## config.mk

```make
export PLATFORM = sky130hd
export DESIGN_NAME = max_finder
export DESIGN_NICKNAME = d
export VERILOG_FILES = /design/src/rtl/nn_pkg.sv /design/src/rtl/max_compare.sv /design/src/rtl/max_finder.sv
export SDC_FILE = /design/constraint.sdc
export NUM_CORES = 1
export LEC_CHECK = 0
export ABC_AREA = 1
export CELL_PAD_IN_SITES_DETAIL_PLACEMENT = 1
export CELL_PAD_IN_SITES_GLOBAL_PLACEMENT = 1
export CORE_MARGIN = 8
export CORE_UTILIZATION = 42
export CTS_CLUSTER_DIAMETER = 30
export CTS_CLUSTER_SIZE = 28
export DETAILED_ROUTE_END_ITERATION = 12
export PLACE_DENSITY = 0.95
export SKIP_LAST_GASP = 1
export SYNTH_ARGS = -nofsm -noshare
export SYNTH_HDL_FRONTEND = slang
export SYNTH_HIERARCHICAL = 1
export SYNTH_SLANG_ARGS = --single-unit
```

## constraint.sdc

```tcl
create_clock -name clk -period 9.1 [get_ports clk]
set_clock_uncertainty 0.05 [all_clocks]
set_input_delay 1.365 -clock clk [delete_from_list [all_inputs] [get_ports clk]]
set_output_delay 1.365 -clock clk [all_outputs]
set_load 0.03 [all_outputs]
```

## src/rtl/nn_pkg.sv

```systemverilog
// Shared definitions for the neural-network output stages.
//   max_state_t  : scan FSM state encoding for max_finder
//   NUM_CLASSES  : default number of output-layer neurons (class count)
//   DATA_WIDTH   : default width of one neuron output
package nn_pkg;

  typedef enum logic {
    IDLE = 1'b0,
    SCAN = 1'b1
  } max_state_t;

  localparam int NUM_CLASSES = 10;
  localparam int DATA_WIDTH  = 8;

endpackage : nn_pkg

```

## src/rtl/max_compare.sv

```systemverilog
// Combinational magnitude compare used by the argmax scan.
//   a, b      : operands, dataWidth bits
//   aGreater  : 1 when a > b (strict), two's-complement if isSigned else unsigned
module max_compare #(
  parameter int dataWidth = 8,
  parameter bit isSigned  = 1'b0
) (
  input  logic [dataWidth-1:0] a,
  input  logic [dataWidth-1:0] b,
  output logic                 aGreater
);

  always_comb begin
    if (isSigned) begin
      aGreater = ($signed(a) > $signed(b));
    end else begin
      aGreater = (a > b);
    end
  end

endmodule : max_compare

```

## src/rtl/max_finder.sv

```systemverilog
// Output-layer argmax stage.
// Captures a flat vector of neuron outputs, scans it one element per clock
// and publishes the index/value of the largest element with a one-cycle pulse.
//   clk           : clock, rising edge
//   reset         : asynchronous reset, active-low
//   dataIn        : numInputs*dataWidth, element i at dataIn[i*dataWidth +: dataWidth]
//   dataInValid   : vector present (accepted only when busy==0)
//   busy          : scan in progress (FSM in SCAN)
//   maxIndex      : index of the largest element of the last completed scan
//   maxValue      : value of the largest element of the last completed scan
//   dataOutValid  : one-cycle pulse when maxIndex/maxValue are updated
//   overrun       : sticky flag, a dataInValid arrived while busy and was dropped
//
// Handshake: there is no back-pressure. dataInValid is a one-cycle strobe that is
// accepted on any rising edge where busy==0; while busy==1 it is dropped and
// recorded in overrun. dataOutValid is a one-cycle strobe with no ready; the
// consumer must take maxIndex/maxValue in that cycle (they are held afterwards
// until the next result).
module max_finder
  import nn_pkg::*;
#(
  parameter int numInputs  = NUM_CLASSES,
  parameter int dataWidth  = DATA_WIDTH,
  parameter bit isSigned   = 1'b0,
  parameter int indexWidth = ($clog2(numInputs) > 1) ? $clog2(numInputs) : 1
) (
  input  logic                           clk,
  input  logic                           reset,
  input  logic [numInputs*dataWidth-1:0] dataIn,
  input  logic                           dataInValid,
  output logic                           busy,
  output logic [indexWidth-1:0]          maxIndex,
  output logic [dataWidth-1:0]           maxValue,
  output logic                           dataOutValid,
  output logic                           overrun
);

  localparam logic [indexWidth-1:0] LAST_IDX = indexWidth'(numInputs - 1);
  localparam logic [indexWidth-1:0] ONE_IDX  = indexWidth'(1);

  max_state_t                     state_q, state_d;
  logic [numInputs*dataWidth-1:0] buf_q, buf_d;
  logic [dataWidth-1:0]           run_val_q, run_val_d;
  logic [indexWidth-1:0]          run_idx_q, run_idx_d;
  logic [indexWidth-1:0]          cnt_q, cnt_d;
  logic [indexWidth-1:0]          max_index_q, max_index_d;
  logic [dataWidth-1:0]           max_value_q, max_value_d;
  logic                           out_valid_q, out_valid_d;
  logic                           overrun_q, overrun_d;

  logic [dataWidth-1:0]           elem_cur;
  logic                           cur_greater;
  logic [dataWidth-1:0]           fin_val;
  logic [indexWidth-1:0]          fin_idx;

  // Element mux by cnt. The loop form avoids an out-of-range part-select
  // when numInputs is not a power of two.
  always_comb begin
    elem_cur = '0;
    for (int i = 0; i < numInputs; i++) begin
      if (cnt_q == indexWidth'(i)) begin
        elem_cur = buf_q[i*dataWidth +: dataWidth];
      end
    end
  end

  max_compare #(
    .dataWidth(dataWidth),
    .isSigned (isSigned)
  ) u_max_compare (
    .a       (elem_cur),
    .b       (run_val_q),
    .aGreater(cur_greater)
  );

  // Strictly greater replaces the running max, so ties keep the lower index.
  always_comb begin
    if (cur_greater) begin
      fin_val = elem_cur;
      fin_idx = cnt_q;
    end else begin
      fin_val = run_val_q;
      fin_idx = run_idx_q;
    end
  end

  always_comb begin
    state_d     = state_q;
    buf_d       = buf_q;
    run_val_d   = run_val_q;
    run_idx_d   = run_idx_q;
    cnt_d       = cnt_q;
    max_index_d = max_index_q;
    max_value_d = max_value_q;
    out_valid_d = 1'b0;
    overrun_d   = overrun_q;

    case (state_q)
      IDLE: begin
        if (dataInValid) begin
          buf_d     = dataIn;
          run_val_d = dataIn[dataWidth-1:0];
          run_idx_d = '0;
          cnt_d     = ONE_IDX;
          if (numInputs == 1) begin
            // Single-element vector: the answer is known at capture.
            max_index_d = '0;
            max_value_d = dataIn[dataWidth-1:0];
            out_valid_d = 1'b1;
          end else begin
            state_d = SCAN;
          end
        end
      end
      SCAN: begin
        if (dataInValid) begin
          overrun_d = 1'b1;
        end
        run_val_d = fin_val;
        run_idx_d = fin_idx;
        if (cnt_q == LAST_IDX) begin
          max_index_d = fin_idx;
          max_value_d = fin_val;
          out_valid_d = 1'b1;
          state_d     = IDLE;
        end else begin
          cnt_d = cnt_q + ONE_IDX;
        end
      end
      default: begin
        state_d = IDLE;
      end
    endcase
  end

  always_ff @(posedge clk or negedge reset) begin
    if (!reset) begin
      state_q     <= IDLE;
      buf_q       <= '0;
      run_val_q   <= '0;
      run_idx_q   <= '0;
      cnt_q       <= '0;
      max_index_q <= '0;
      max_value_q <= '0;
      out_valid_q <= 1'b0;
      overrun_q   <= 1'b0;
    end else begin
      state_q     <= state_d;
      buf_q       <= buf_d;
      run_val_q   <= run_val_d;
      run_idx_q   <= run_idx_d;
      cnt_q       <= cnt_d;
      max_index_q <= max_index_d;
      max_value_q <= max_value_d;
      out_valid_q <= out_valid_d;
      overrun_q   <= overrun_d;
    end
  end

  assign busy         = (state_q == SCAN);
  assign maxIndex     = max_index_q;
  assign maxValue     = max_value_q;
  assign dataOutValid = out_valid_q;
  assign overrun      = overrun_q;

endmodule : max_finder

```

==> Word level (Yosys, flattened, before mapping) <==
Index checks and enable logic that the tools add are counted.
{ "totals": {"register_bits": 111, "inputBits": 83, "out_inout_bits": 15, "wordCells": 52} }
{ "classes": {"n_addsub": 1, "magnitude_cmp": 1, "eq_ne": 11, "mux": 24, "bitwise_logic": 1, "n_reduce_logical": 5} }
{ "op_table": {"columns": ["cell", "count"], "rows": [
  ["$mux 8", 12],
  ["$eq 4x3->1 const B", 4],
  ["$mux 4", 4],
  ["$pmux 4 s2", 2],
  ["$pmux 8 s2", 1],
  ["$eq 4x2->1 const B", 2],
  ["$eq 4x4->1 const B", 2],
  ["$gt 8x8->1", 1],
  ["$reduce_and 2->1", 4],
  ["$add 4x1->4 const B", 1],
  ["$eq 4x1->1 const B", 1],
  ["$logic_not 4->1", 1],
  ["$mux 1", 4],
  ["$ne 2x2->1 const B", 2],
  ["$pmux 1 s2", 1],
  ["$not 1->1", 1]
]} }

==> Logic depth before layout (Yosys ltp) <==
{ "depth": {"depth_word": 14, "ltp_mapped": 28, "mapped_depth_nobuf": 27} }

==> Hierarchy <==
Netlist, hierarchy kept.
{ "modules_own_cells": {"columns": ["module", "instances", "cells_per_inst", "area_per_inst_um2", "seq_area_each_um2"], "rows": [
  ["max_finder", 1, 732, 5517.8, 2777.7],
  ["max_compare", 1, 36, 217.7, 0.0]
]} }

==> Worst setup path after synthesis <==
Ideal clock, no wire load.
{ "synth_path": {"kind": "register to register", "startpoint": "register cnt_q[1]", "endpoint": "register run_idx_q[1]", "setup_ns": 0.083, "arrival_ns": 2.857, "required_time_ns": 8.967, "path_slack_ns": 6.110, "stages_incl_launch_ff": 21, "n_path_buf": 4, "period_less_slack_ns": 2.990, "path_cell_list": "dfrtp_1 inv_1 ha_1 buf_4 inv_2 nor3_4 buf_2 nor2_1 nand2_2 nand2_1 ha_1 nand2_1 inv_1 nand2_1 nand2_1 nand2_1 a21oi_1 clkbuf_1 buf_4 o21ai_0 o21ai_0"} }
{ "synth_via": {"elab_chain_len": 14, "elab_cells_between_ends": 23, "cone_classes": "1 x order compare; 9 x eq/ne; 12 x mux; 1 x reduce/logical"} }
{ "synth_lines": {"columns": ["item", "line", "text"], "rows": [
  ["start, declared", "max_finder.sv:45", "logic [indexWidth-1:0] cnt_q, cnt_d;"],
  ["start signal, assigned", "max_finder.sv:152", "cnt_q <= cnt_d;"],
  ["$logic_not 4->1", "max_finder.sv:61", "if (cnt_q == indexWidth'(i)) begin"],
  ["$mux 8 (9 in a row)", "max_finder.sv:61", null],
  ["$mux 8 *", "max_finder.sv:61", null],
  ["named net elem_cur[3]", "max_finder.sv:51", "logic [dataWidth-1:0] elem_cur;"],
  ["$gt 8x8->1 *", "max_compare.sv:17", "aGreater = (a > b);"],
  ["named net cur_greater", "max_finder.sv:52", "logic cur_greater;"],
  ["$mux 4 *", "max_finder.sv:78", "if (cur_greater) begin"],
  ["$pmux 4 s2 *", "max_finder.sv:98", "case (state_q)"],
  ["end signal, assigned", "max_finder.sv:151", "run_idx_q <= run_idx_d;"],
  ["end, declared", "max_finder.sv:44", "logic [indexWidth-1:0] run_idx_q, run_idx_d;"]
]} }
The timed path passes the listed nets; every way through them passes the cells marked *.
A chain may end at the register's enable or synchronous reset.

==> Worst setup path after layout <==
{ "layout_path": {"startpoint": "register cnt_q[1]", "endpoint": "register run_val_q[0]"} }
{ "layout_via": {"elab_chain_len": 14, "elab_cells_between_ends": 23, "cone_classes": "1 x order compare; 9 x eq/ne; 12 x mux; 1 x reduce/logical"} }
{ "layout_lines": {"columns": ["item", "line", "text"], "rows": [
  ["$logic_not 4->1", "max_finder.sv:61", null],
  ["$mux 8 (9 in a row)", "max_finder.sv:61", null],
  ["$mux 8 *", "max_finder.sv:61", null],
  ["named net elem_cur[2]", "max_finder.sv:51", null],
  ["$gt 8x8->1 *", "max_compare.sv:17", null],
  ["named net cur_greater", "max_finder.sv:52", null],
  ["$mux 8 *", "max_finder.sv:78", null],
  ["$pmux 8 s2 *", "max_finder.sv:98", null],
  ["end signal, assigned", "max_finder.sv:150", "run_val_q <= run_val_d;"],
  ["end, declared", "max_finder.sv:43", "logic [dataWidth-1:0] run_val_q, run_val_d;"]
]} }
Marks and branches as above.

==> impl_summary.txt <==
----------------------------------------------------
[Floorplan]
  Horizontal die dimension ... 133 um
  Initial cell density of the core ... 0.431
  Die Footprint ... between 15000 and 20000 um^2
  Site row count ... 42
  Die extent in y ... roughly 130 um
  Core Area ... around 13000 um^2
  Top-Level Pins ... 98

[Drt]
  WL final ... between 15000 and 20000 um
  Number of detailed-routing iterations run before antenna repair ... 4
  Number of violations reported at the end of detailed-routing iteration 0 ... 481
  Routed wirelength normalized by instance count ... 18.1 um
  ANT nets after route ... 0
  Vias after detailed routing ... 5334
  Final routed DRC violation total ... 0
  Via count normalized by instance count ... 5.18

[Clock network]
  Hold-fix buffer count after cts ... 0
  Clock tree from TritonCTS ... built
  Resized Gates After CTS ... 0
  Clk Latency, worst-skew pair ... 0.37 ns
  Number of buffers between clock root and the deepest sink ... 2
  Clock Root Buffer ... sky130_fd_sc_hd__clkbuf_16
  Buffer count from post-CTS setup fixing ... 0
  Register clock-pin slew on the reported worst setup and hold paths ... around 0.080 ns
  Number of sinks handled by clock tree synthesis ... roughly 110
  H-tree levels ... 3
  CTS Buf Count ... 9

[STA]
  PnR worst setup slack ... around 5 ns
  Post-route fraction of the period consumed by the critical path ... 0.451
  Fmax ... roughly 240 MHz
  Hold slack final ... just over 0.4 ns
  Minimum period implied by the final worst setup slack ... around 4 ns
  RSZ-0062 raised after global routing ... no
  Slew at the pin closest to its max-slew limit ... between 1 and 1.5 ns
  Relative slew margins ... 0.322
  Count of pins over their slew limit ... 0
  Total negative slack for setup checks ... 0 ns
  Final Setup Violations ... 0
  Final-report hold violation count ... 0

[Placement]
  Placed wire-length estimate after detailed placement ... ~13000 um
  RD Place Congestion ... about 0.83
  Instance count after placement with tap cells included ... 1013
  Placement Cell Area ... about 6800 um^2
  IO buf count ... a little under 100
  Pre-CTS setup slack ... 5.29 ns

[Finish]
  Count of non-filler cells in the finished layout ... approximately 1000
  Most frequent cells in the layout ... sky130_fd_sc_hd__nand2_1 (334), sky130_fd_sc_hd__dfrtp_1 (111), sky130_fd_sc_hd__clkdlybuf4s50_1 (96)
  Most common cell after layout, fill and taps aside ... sky130_fd_sc_hd__nand2_1
  Final design area excluding fillers ... 7080 um^2
  Post-Route Utilization ... 0.533
  Antenna cell count ... 0
  Nets ... approximately 940
  Layout cell share with drive strength beyond 1 ... 0.0551
  Area added between synthesis and finish ... 23.5%

[Worst setup path]
  Master of the slowest instance on the critical path ... sky130_fd_sc_hd__ha_1
  Count of buffering cells on the critical path with inverters included ... 4
  Critical path required time ... 9.36 ns
  Worst path arrival time ... 4.36 ns
  Nature of the critical path startpoint ... register
  Family with the most delay on the worst path ... simple AND/OR/NAND/NOR gates
  Series of cell instances along the critical path ... inv_1 > ha_1 > nand3_2 > nor2_1 > nor2_1 > nand2_1 > nand2_1 > nand2_1 > nand2_1 > nand2_2 > nand2_1 > ha_1 > nand2_1 > inv_1 > nand2_1 > nand2_1 > nand2_1 > a21oi_1 > buf_4 > inv_1 > nand2_1 > nand3_1 > nand2_1
  Type of destination of the critical path ... register
  Crit path top cell by count ... sky130_fd_sc_hd__nand2_1
  Max FO, Critical Path ... 17
  Type of the worst setup path ... reg2reg
  Max incr delay on CP ... 0.50 ns

[Yosys]
  Count of synthesis-stage warnings from yosys ... 6
  Net count after synthesis ... about 860
  Cell types with the largest area share after synthesis ... sky130_fd_sc_hd__dfrtp_1 (48%), sky130_fd_sc_hd__nand2_1 (22%), sky130_fd_sc_hd__inv_1 (5.5%)
  Mapped Area ... 5740 um^2
  Synth unique cells ... 29
  Mean instance size in the synthesized netlist ... around 7.5 um^2
  Post-synthesis instance total ... about 770
  Leading area contributor after synthesis ... sky130_fd_sc_hd__dfrtp_1
  Flops & latches, synth ... around 110
  Proportion of synthesized chip area in sequential cells ... 0.484
  Top-area cell type share of the netlist area ... 0.484

[Global routing]
  Via count of the first global-routing pass ... just under 6000
  GRT Residual Overflow ... 0
  Number of antenna violations at the first check in global routing ... 0
  Met3 layer usage reported by global route ... 0.0466
  Total global-route track usage ... 0.216
  GR met1 Demand/Resource ... 0.259
  GR Layer Usage met2 ... 0.363
  Pin count of the biggest net entering global routing ... 82
  GRT busiest layer ... met2
  Global-route wire length before repair ... 30300 um

[Status]
  Status ... finished clean

[Pwr]
  Power per cell area ... about 420 nW/um^2
  Leakage power ... approximately 3.6 nW
  Overall power after layout ... roughly 3 mW
  Max rail drop VDD ... 0.249 mV

[Run]
  Reported max-cap violation count ... 0

[Hold path]
  Tightest Hold Check Type ... reg2reg

----------------------------------------------------
sequential cells by signal, indices dropped and copies added (netlist names):
name,cells
buf_q,80
busy,1
cnt_q,4
dataOutValid,1
maxIndex,4
maxValue,8
overrun,1
run_idx_q,4
run_val_q,8
worst register-to-register path: cells and delay by family, from the launching register on:
family	cells	cell delay, ns
buffers and inverters	4	0.74
and+or+nand+nor	16	1.92
DFF	1	0.41
AOI/OAI and AO/OA	1	0.13
adders and majority gates	2	0.79
layer usage:
| metal | wire length (um) | vias to the layer above |
|---|---|---|
| met5 | 0 | - |
| met4 | 619 | 0 |
| met3 | 842 | 47 |
| met2 | 9200 | 152 |
| met1 | 7940 | 2614 |
| li1 | - | 2521 |
final timing paths:
path / from / to / slack (ns) / cells after the start
setup / recovery: cnt_q[1]$_DFFE_PN0P_ / run_val_q[0]$_DFFE_PN0P_ / 5.00 / 23
hold / removal: overrun$_DFFE_PN0P_ / overrun$_DFFE_PN0P_ / 0.41 / 1
setup reg to reg: cnt_q[1]$_DFFE_PN0P_ / run_val_q[0]$_DFFE_PN0P_ / 5.00 / 23
hold reg to reg: overrun$_DFFE_PN0P_ / overrun$_DFFE_PN0P_ / 0.41 / 1
max in group asynchronous: reset / cnt_q[1]$_DFFE_PN0P_ / 6.71 / 2
min in group asynchronous: reset / buf_q[38]$_DFFE_PN0P_ / 0.89 / 1
layout make-up:
type	count	area [um^2]
fill	1661	6210
timing repair buffer	101	998
inverter	90	338
sequential	111	2780
clock buffer	9	225
clock inverter	7	87.6
multi-input combinational	535	2440
tap	176	220
synthesized netlist by cell type:
master                       n
sky130_fd_sc_hd__o22ai_1     9
sky130_fd_sc_hd__nor2_1     36
sky130_fd_sc_hd__inv_1      84
sky130_fd_sc_hd__and3_1      1
sky130_fd_sc_hd__o21ai_1     3
sky130_fd_sc_hd__xor2_1      1
sky130_fd_sc_hd__dfrtp_1   111
sky130_fd_sc_hd__nand2_1   335
sky130_fd_sc_hd__nand3_2     9
sky130_fd_sc_hd__nor2_8      1
sky130_fd_sc_hd__a21oi_1     4
sky130_fd_sc_hd__nand2_2     5
sky130_fd_sc_hd__ha_1       12
sky130_fd_sc_hd__nand3b_1    8
sky130_fd_sc_hd__inv_2       5
sky130_fd_sc_hd__buf_2       7
sky130_fd_sc_hd__nor3_1      2
sky130_fd_sc_hd__buf_4       3
sky130_fd_sc_hd__a21o_1      1
sky130_fd_sc_hd__buf_6       6
sky130_fd_sc_hd__a21o_2      1
sky130_fd_sc_hd__nor3_4      1
sky130_fd_sc_hd__clkinv_1    1
sky130_fd_sc_hd__o21ai_0    51
sky130_fd_sc_hd__clkbuf_1   16
sky130_fd_sc_hd__nand3_1    51
sky130_fd_sc_hd__nor2_4      1
sky130_fd_sc_hd__nor2_2      2
sky130_fd_sc_hd__o21a_1      1
cells by family (layout without fill, tap and decap cells):
family | count (synthesis) | after routing | share of synthesized area
adder cells (fa/ha/maj) | 12 | 12 | 0.0262
AO/OA/AOI/OAI | 70 | 70 | 0.0646
flip-flops | 111 | 111 | 0.484
XOR/XNOR | 1 | 1 | 0.00153
buffers and inverters | 122 | 207 | 0.0912
AND/OR/NAND/NOR | 452 | 452 | 0.332
power breakdown:
part           internal [mW]  switching [mW]
clock                  0.239           0.189
combinational          0.527            1.12
sequential             0.740           0.165
Note: power is estimated with default switching activity, not from simulation.
